==> src/rtl/fd_loader_pkg.sv <==
// Shared types and tables for the FAST-detector candidate loader.
// FD_LOADER_EARLY_REJECT_EN selects the early-reject read order.
package fd_loader_pkg;

    typedef enum logic [1:0] {IDLE, FETCH, DRAIN, DONE} state_t;

    localparam int         THRES    = 30;
    localparam logic [4:0] REG_NONE = 5'd31;
    localparam logic [4:0] LAST_POS = 5'd16;

    // Circle offsets for register indices 1..16 (entry k holds index k+1)
    localparam logic signed [3:0] CIRC_DX [16] = '{
        4'sd0,  4'sd1,  4'sd2,  4'sd3,  4'sd3,  4'sd3,  4'sd2,  4'sd1,
        4'sd0, -4'sd1, -4'sd2, -4'sd3, -4'sd3, -4'sd3, -4'sd2, -4'sd1};
    localparam logic signed [3:0] CIRC_DY [16] = '{
       -4'sd3, -4'sd3, -4'sd2, -4'sd1,  4'sd0,  4'sd1,  4'sd2,  4'sd3,
        4'sd3,  4'sd3,  4'sd2,  4'sd1,  4'sd0, -4'sd1, -4'sd2, -4'sd3};

    // Register index fetched at a given position of the read sequence
    function automatic logic [4:0] read_order(input logic [4:0] pos);
`ifdef FD_LOADER_EARLY_REJECT_EN
        case (pos)
            5'd0:    return 5'd0;
            5'd1:    return 5'd1;
            5'd2:    return 5'd9;
            5'd3:    return 5'd5;
            5'd4:    return 5'd13;
            5'd5:    return 5'd2;
            5'd6:    return 5'd3;
            5'd7:    return 5'd4;
            5'd8:    return 5'd6;
            5'd9:    return 5'd7;
            5'd10:   return 5'd8;
            5'd11:   return 5'd10;
            5'd12:   return 5'd11;
            5'd13:   return 5'd12;
            5'd14:   return 5'd14;
            5'd15:   return 5'd15;
            5'd16:   return 5'd16;
            default: return REG_NONE;
        endcase
`else
        return (pos <= LAST_POS) ? pos : REG_NONE;
`endif
    endfunction

endpackage

==> src/rtl/fd_addr_gen.sv <==
// Combinational SRAM address of pixel `idx` around candidate (x,y).
module fd_addr_gen
    import fd_loader_pkg::*;
#(
    parameter int IMG_W  = 64,
    parameter int ADDR_W = 12
) (
    input  logic [7:0]        x,
    input  logic [7:0]        y,
    input  logic [4:0]        idx,
    output logic [ADDR_W-1:0] addr
);

    logic signed [3:0] dx, dy;
    logic [3:0]        ci;
    logic [ADDR_W-1:0] col, row;

    always_comb begin
        ci = 4'(idx - 5'd1);
        dx = 4'sd0;
        dy = 4'sd0;
        if (idx != 5'd0) begin
            dx = CIRC_DX[ci];
            dy = CIRC_DY[ci];
        end
        // Signed offsets sign-extend; the border rule keeps results in range
        col  = ADDR_W'(x) + ADDR_W'(dx);
        row  = ADDR_W'(y) + ADDR_W'(dy);
        addr = row * ADDR_W'(IMG_W) + col;
    end

endmodule

==> src/rtl/fd_loader.sv <==
// Loads the centre and 16 circle pixels of a FAST candidate from SRAM.
// Optional FD_LOADER_EARLY_REJECT_EN adds the 4-pixel early test.
module fd_loader
    import fd_loader_pkg::*;
#(
    parameter int IMG_W  = 64,
    parameter int IMG_H  = 64,
    parameter int ADDR_W = 12
) (
    input  logic              clock,
    input  logic              reset,
    input  logic              start,
    input  logic [7:0]        x,
    input  logic [7:0]        y,
    output logic              sramRe,
    output logic [ADDR_W-1:0] sramAddr,
    input  logic [7:0]        sramData,
    output logic [4:0]        regAddr,
    output logic              readen,
    output logic              busy,
    output logic              done,
    output logic              reject
);

    localparam logic [7:0] XMAX = 8'(IMG_W - 4);
    localparam logic [7:0] YMAX = 8'(IMG_H - 4);

    state_t            state;
    logic [4:0]        pos;
    logic [7:0]        cx, cy;
    logic [7:0]        ax, ay;
    logic [4:0]        nxt_pos, nxt_idx;
    logic [ADDR_W-1:0] nxt_addr;
    logic              border;
    logic              stop_early;

    assign busy    = (state == FETCH) || (state == DRAIN);
    assign border  = (x < 8'd3) || (y < 8'd3) || (x > XMAX) || (y > YMAX);
    assign ax      = (state == IDLE) ? x : cx;
    assign ay      = (state == IDLE) ? y : cy;
    assign nxt_pos = (state == IDLE) ? 5'd0 : pos + 5'd1;
    assign nxt_idx = read_order(nxt_pos);

    fd_addr_gen #(.IMG_W(IMG_W), .ADDR_W(ADDR_W)) u_addr_gen (
        .x    (ax),
        .y    (ay),
        .idx  (nxt_idx),
        .addr (nxt_addr)
    );

    always_ff @(posedge clock) begin
        if (state == IDLE && start) begin
            cx <= x;
            cy <= y;
        end
    end

`ifdef FD_LOADER_EARLY_REJECT_EN
    logic [7:0] pc, p1, p5, p9, p13;
    logic [1:0] c1, c5, c9, c13;
    logic [2:0] nb, nd;
    logic       chk;

    // {bright, dark} in 9 bits so p+THRES cannot overflow
    function automatic logic [1:0] classify(input logic [7:0] pix, input logic [7:0] ctr);
        logic [8:0] a;
        logic [8:0] b;
        a = {1'b0, pix};
        b = {1'b0, ctr};
        return {a > b + 9'(THRES), a + 9'(THRES) < b};
    endfunction

    always_ff @(posedge clock) begin
        if (busy) begin
            case (regAddr)
                5'd0:    pc  <= sramData;
                5'd1:    p1  <= sramData;
                5'd5:    p5  <= sramData;
                5'd9:    p9  <= sramData;
                5'd13:   p13 <= sramData;
                default: ;
            endcase
        end
    end

    // One-cycle flag: all four test pixels are captured
    always_ff @(posedge clock or posedge reset) begin
        if (reset) chk <= 1'b0;
        else       chk <= (state == FETCH) && (regAddr == 5'd13);
    end

    assign c1  = classify(p1,  pc);
    assign c5  = classify(p5,  pc);
    assign c9  = classify(p9,  pc);
    assign c13 = classify(p13, pc);
    assign nb  = 3'(c1[1]) + 3'(c5[1]) + 3'(c9[1]) + 3'(c13[1]);
    assign nd  = 3'(c1[0]) + 3'(c5[0]) + 3'(c9[0]) + 3'(c13[0]);
    assign stop_early = chk && (state == FETCH) && (nb < 3'd2) && (nd < 3'd2);
`else
    logic unused_sram_data;
    assign unused_sram_data = ^sramData;
    assign stop_early       = 1'b0;
`endif

    always_ff @(posedge clock or posedge reset) begin
        if (reset) begin
            state    <= IDLE;
            pos      <= 5'd0;
            sramRe   <= 1'b0;
            sramAddr <= '0;
            regAddr  <= REG_NONE;
            readen   <= 1'b0;
            done     <= 1'b0;
            reject   <= 1'b0;
        end else begin
            case (state)
                IDLE: begin
                    regAddr <= REG_NONE;
                    if (start) begin
                        readen <= 1'b0;
                        if (border) begin
                            state  <= DONE;
                            done   <= 1'b1;
                            reject <= 1'b1;
                        end else begin
                            state    <= FETCH;
                            pos      <= 5'd0;
                            sramRe   <= 1'b1;
                            sramAddr <= nxt_addr;
                        end
                    end
                end
                FETCH: begin
                    // regAddr tags the data returning for last cycle's read
                    regAddr <= read_order(pos);
                    if (stop_early) begin
                        state   <= DONE;
                        sramRe  <= 1'b0;
                        regAddr <= REG_NONE;
                        done    <= 1'b1;
                        reject  <= 1'b1;
                    end else if (pos == LAST_POS) begin
                        state  <= DRAIN;
                        sramRe <= 1'b0;
                    end else begin
                        pos      <= nxt_pos;
                        sramAddr <= nxt_addr;
                    end
                end
                DRAIN: begin
                    state   <= DONE;
                    regAddr <= REG_NONE;
                    readen  <= 1'b1;
                    done    <= 1'b1;
                    reject  <= 1'b0;
                end
                default: begin
                    state  <= IDLE;
                    done   <= 1'b0;
                    reject <= 1'b0;
                end
            endcase
        end
    end

endmodule

==> config.mk <==
export PLATFORM = sky130hd
export DESIGN_NAME = fd_loader
export DESIGN_NICKNAME = d
export VERILOG_FILES = /design/src/rtl/fd_loader_pkg.sv /design/src/rtl/fd_addr_gen.sv /design/src/rtl/fd_loader.sv
export SDC_FILE = /design/constraint.sdc
export NUM_CORES = 1
export LEC_CHECK = 0
export ABC_AREA = 1
export BUFFER_PORTS_ARGS = -buffer_cell sky130_fd_sc_hd__buf_2
export CORE_MARGIN = 2
export CORE_UTILIZATION = 39
export CTS_CLUSTER_DIAMETER = 80
export DETAILED_ROUTE_END_ITERATION = 8
export SYNTH_ARGS = -nofsm -noshare
export SYNTH_HDL_FRONTEND = slang
export SYNTH_SLANG_ARGS = --single-unit
==> constraint.sdc <==
create_clock -name clock -period 6 [get_ports clock]
set_clock_uncertainty 0.2 [all_clocks]
set_input_delay 0.3 -clock clock [delete_from_list [all_inputs] [get_ports clock]]
set_output_delay 0.3 -clock clock [all_outputs]
set_load 0.02 [all_outputs]
==> insert_results.sql <==
INSERT INTO impl_metrics (metric_group, metric, value, unit) VALUES
('logic_synthesis', 'syn-instance-count', '384', ''),
('route', 'drt_first_iter_violations', '108', ''),
('setup_path', 'timing.critical_path.fanout_max', '7', ''),
('floorplan', 'floorplan.die_area', '0.00871', 'mm2'),
('clock_network', 'htree_levels', '2', ''),
('setup_path', 'critPathArrivalTime', '5.49', 'ns'),
('clock_network', 'cts_max_path_bufs', '2', ''),
('sta', 'rsz0062_at_grt', 'no', ''),
('route', 'detailedRoute.firstPassIterationCount', '4', ''),
('setup_path', 'crit_buf_inv', '6', ''),
('logic_synthesis', 'synth_area', '0.00311', 'mm2'),
('outcome', 'outcome', 'finished clean', ''),
('global_routing', 'grt_first_pass_wirelength', '11400', 'um'),
('sta', 'timing_hold_violations_final', '0', ''),
('finish', 'register_area', '0.00113', 'mm2'),
('floorplan', 'chipWidth', '93.3', 'um'),
('route', 'drcViolationCount', '0', ''),
('setup_path', 'cp_common_cell', 'sky130_fd_sc_hd__nand2_1', ''),
('clock_network', 'tritoncts_num_sinks', '42', ''),
('logic_synthesis', 'synthesis.nets', '443', ''),
('finish', 'layout.nets', '490', ''),
('global_routing', 'antenna_violations_before_repair', '0', ''),
('sta', 'finalSetupViolCount', '0', ''),
('clock_network', 'clock_tree_from_tritoncts', 'done', ''),
('clock_network', 'ctsRootBufferMaster', 'sky130_fd_sc_hd__clkbuf_8', ''),
('route', 'drtAntennaViolNets', '0', ''),
('flow_run', 'max_cap_viol_count', '0', ''),
('sta', 'max_slew_margin', '0.303', ''),
('floorplan', 'initial_core_utilization', '0.403', ''),
('floorplan', 'floorplan.rows', '32', ''),
('sta', 'final.setup.tns', '0', 'ns'),
('clock_network', 'clkTransAtPathRegs', '0.08', 'ns'),
('sta', 'tightest_slew', '1.04', 'ns'),
('setup_path', 'slowest_stage', 'sky130_fd_sc_hd__fa_1', ''),
('route', 'totalWireLength', '6420', 'um'),
('setup_path', 'timing.critical_path.from_type', 'flop', ''),
('route', 'viasPerCell', '4.82', ''),
('global_routing', 'grt_pass1_vias', '2508', ''),
('logic_synthesis', 'synth_cell_type_count', '37', ''),
('setup_path', 'cp-end-kind', 'flop', ''),
('place', 'port-buffer-count', '40', ''),
('sta', 'final.min_clock_period', '5.47', 'ns'),
('worst_hold_path', 'worstHoldPathType', 'input port to flop', ''),
('place', 'dp.cells', '522', ''),
('logic_synthesis', 'seq_area_frac_synth', '0.362', ''),
('sta', 'max_freq', '183', 'MHz'),
('logic_synthesis', 'synth.ff_latch_count', '42', ''),
('global_routing', 'track_usage', '0.161', ''),
('floorplan', 'boundaryPins', '49', ''),
('finish', 'fin_cells', '534', ''),
('clock_network', 'worst_skew_pair.late_latency', '0.29', 'ns'),
('place', 'place_hpwl', '5130', 'um'),
('sta', 'final_min_period_over_clock_period', '0.911', ''),
('finish', 'multiInputGateArea', '0.00177', 'mm2'),
('setup_path', 'critPathTopFamily', 'simple AND/OR/NAND/NOR gates', ''),
('logic_synthesis', 'syn-mean-instance-area', '8.10', 'um2'),
('global_routing', 'grt_start_max_net_pins', '29', ''),
('clock_network', 'num_cts_buffers', '5', ''),
('finish', 'layout-area-overhead-vs-synth', '15.2', '%'),
('floorplan', 'core_area', '0.00773', 'mm2'),
('place', 'gp_congestion', '0.772', ''),
('sta', 'number_of_pins_with_negative_max_slew_slack_in_the_final_report', '0', ''),
('setup_path', 'critical_path_class', 'flop to flop', ''),
('finish', 'drive_gt1_frac', '0.211', ''),
('finish', 'fillCellCount', '795', ''),
('setup_path', 'worstPathRequired', '6.03', 'ns'),
('finish', 'num_antenna_cells', '0', ''),
('floorplan', 'die_h', '93.3', 'um'),
('logic_synthesis', 'ys_warn_count', '0', ''),
('route', 'detail_route.wl_per_cell', '12.0', 'um'),
('setup_path', 'max_stage_delay', '0.42', 'ns'),
('route', 'route.vias.total', '2573', ''),
('global_routing', 'overall_overflow_remaining_after_global_route', '0', '');
==> registers in the layout, summed over array words and instances, names as in the netlist, 2 cells and up <==
| register | flops |
|---|---|
| pos | 5 |
| cy | 6 |
| regAddr | 5 |
| state | 2 |
| sramAddr | 12 |
| cx | 8 |
==> timing repair <==
| action | CTS | global route |
|---|---|---|
| buffers inserted | 0 | 2 |
| hold endpoints to repair | 2 | 0 |
| setup endpoints to repair | 0 | 1 |
| hold buffers | 2 | 0 |
| gates resized for setup | 0 | 8 |
==> routing by layer <==
metal	share of wire	track usage
met3	0.028	0.0274
met1	0.51	0.222
met4	0.0076	0.0441
met5	0	0
met2	0.45	0.263
==> final cells by class <==
type / count / area share
inverters: 54 / 0.0572
repair buffers: 46 / 0.0698
flip-flops and latches: 42 / 0.315
well taps: 102 / 0.0356
multi-input cells: 282 / 0.493
clock inverters: 1 / 0.00837
clock buffers: 7 / 0.0213
==> logic make-up (layout without fill, tap and decap cells) <==
family	after synthesis	in the layout	share of synthesized area
compound gates	61	61	0.106
flops	42	42	0.362
mux	1	1	0.00322
xor+xnor	13	13	0.0366
simple gates	175	175	0.279
fa+ha+maj	32	32	0.136
buf+inv	60	108	0.0776
==> cell usage in the layout (no fill, tap or decap), types with 3 or more instances in the layout <==
cell,instances
sky130_fd_sc_hd__a21oi_1,16
sky130_fd_sc_hd__a31oi_1,4
sky130_fd_sc_hd__buf_2,40
sky130_fd_sc_hd__buf_4,4
sky130_fd_sc_hd__clkbuf_8,5
sky130_fd_sc_hd__dfrtp_1,22
sky130_fd_sc_hd__dfstp_2,5
sky130_fd_sc_hd__edfxtp_1,14
sky130_fd_sc_hd__fa_1,3
sky130_fd_sc_hd__ha_1,28
sky130_fd_sc_hd__inv_1,48
sky130_fd_sc_hd__inv_2,4
sky130_fd_sc_hd__nand2_1,97
sky130_fd_sc_hd__nand2_2,7
sky130_fd_sc_hd__nand2_4,7
sky130_fd_sc_hd__nand3_1,22
sky130_fd_sc_hd__nand3_2,5
sky130_fd_sc_hd__nand4_1,7
sky130_fd_sc_hd__nor2_1,18
sky130_fd_sc_hd__nor2_2,3
sky130_fd_sc_hd__nor4_1,3
sky130_fd_sc_hd__o21ai_0,25
sky130_fd_sc_hd__o21ai_1,7
sky130_fd_sc_hd__o22ai_1,5
sky130_fd_sc_hd__xnor2_1,5
sky130_fd_sc_hd__xor2_1,8
==> worst reg2reg max path, delay by kind of cell (launching register included) <==
| family | cells | cell delay [ns] |
|---|---|---|
| flops | 1 | 0.41 |
| simple gates | 20 | 1.68 |
| xor+xnor | 1 | 0.20 |
| buf+inv | 6 | 0.57 |
| fa+ha+maj | 5 | 1.44 |
| compound gates | 7 | 0.92 |
==> worst paths after layout <==
check	startpoint	to	slack [ns]	cells past startpoint
min in group asynchronous	reset	pos[0]$_DFFE_PP0P_	0.05	2
worst max-delay path	state[0]$_DFFE_PP0P_	sramAddr[11]$_DFFE_PP0P_	0.53	39
worst min-delay path	x[7]	cx[7]$_DFFE_PP_	0.01	1
max in group asynchronous	reset	state[0]$_DFFE_PP0P_	4.85	2
worst max register to register	state[0]$_DFFE_PP0P_	sramAddr[11]$_DFFE_PP0P_	0.53	39
worst min register to register	sramAddr[6]$_DFFE_PP0P_	sramAddr[6]$_DFFE_PP0P_	0.27	2
==> cell usage after synthesis (all sizes together) <==
cell type	number	area, um2
a31oi	4	25.0
nand3	29	195
dfrtp	23	576
o21ai	32	160
ha	29	363
nor4	3	18.8
fa	3	60.1
dfstp	5	131
buf	4	21.3
and3	1	6.26
xnor2	5	43.8
a21oi	16	80.1
edfxtp	14	420
mux2i	1	10.0
clkbuf	2	17.5
inv	53	199
nand4	8	56.3
o32ai	1	8.76
a31o	1	8.76
nand2	111	484
o22ai	5	31.3
xor2	8	70.1
a21o	2	15.0
nor2	23	106
clkinv	1	3.75
==> metrics by stage <==
stage / worst slack [ns] / hold WS, ns / utilization / cell area (um2)
2_1_floorplan: 0.968 / 0.162 / - / 3110
3_3_place_gp: 0.404 / 0.256 / 0.442 / 3420
3_5_place_dp: 0.264 / 0.258 / 0.442 / 3420
4_1_cts: 0.215 / 0.00401 / 0.458 / 3540
5_1_grt: 0.00507 / 0.0100 / 0.464 / 3590
6_report: 0.535 / 0.0132 / 0.464 / 3590
Power is not shown: default switching activity piles up to over one toggle a cycle in this logic, so the estimate is an artifact.
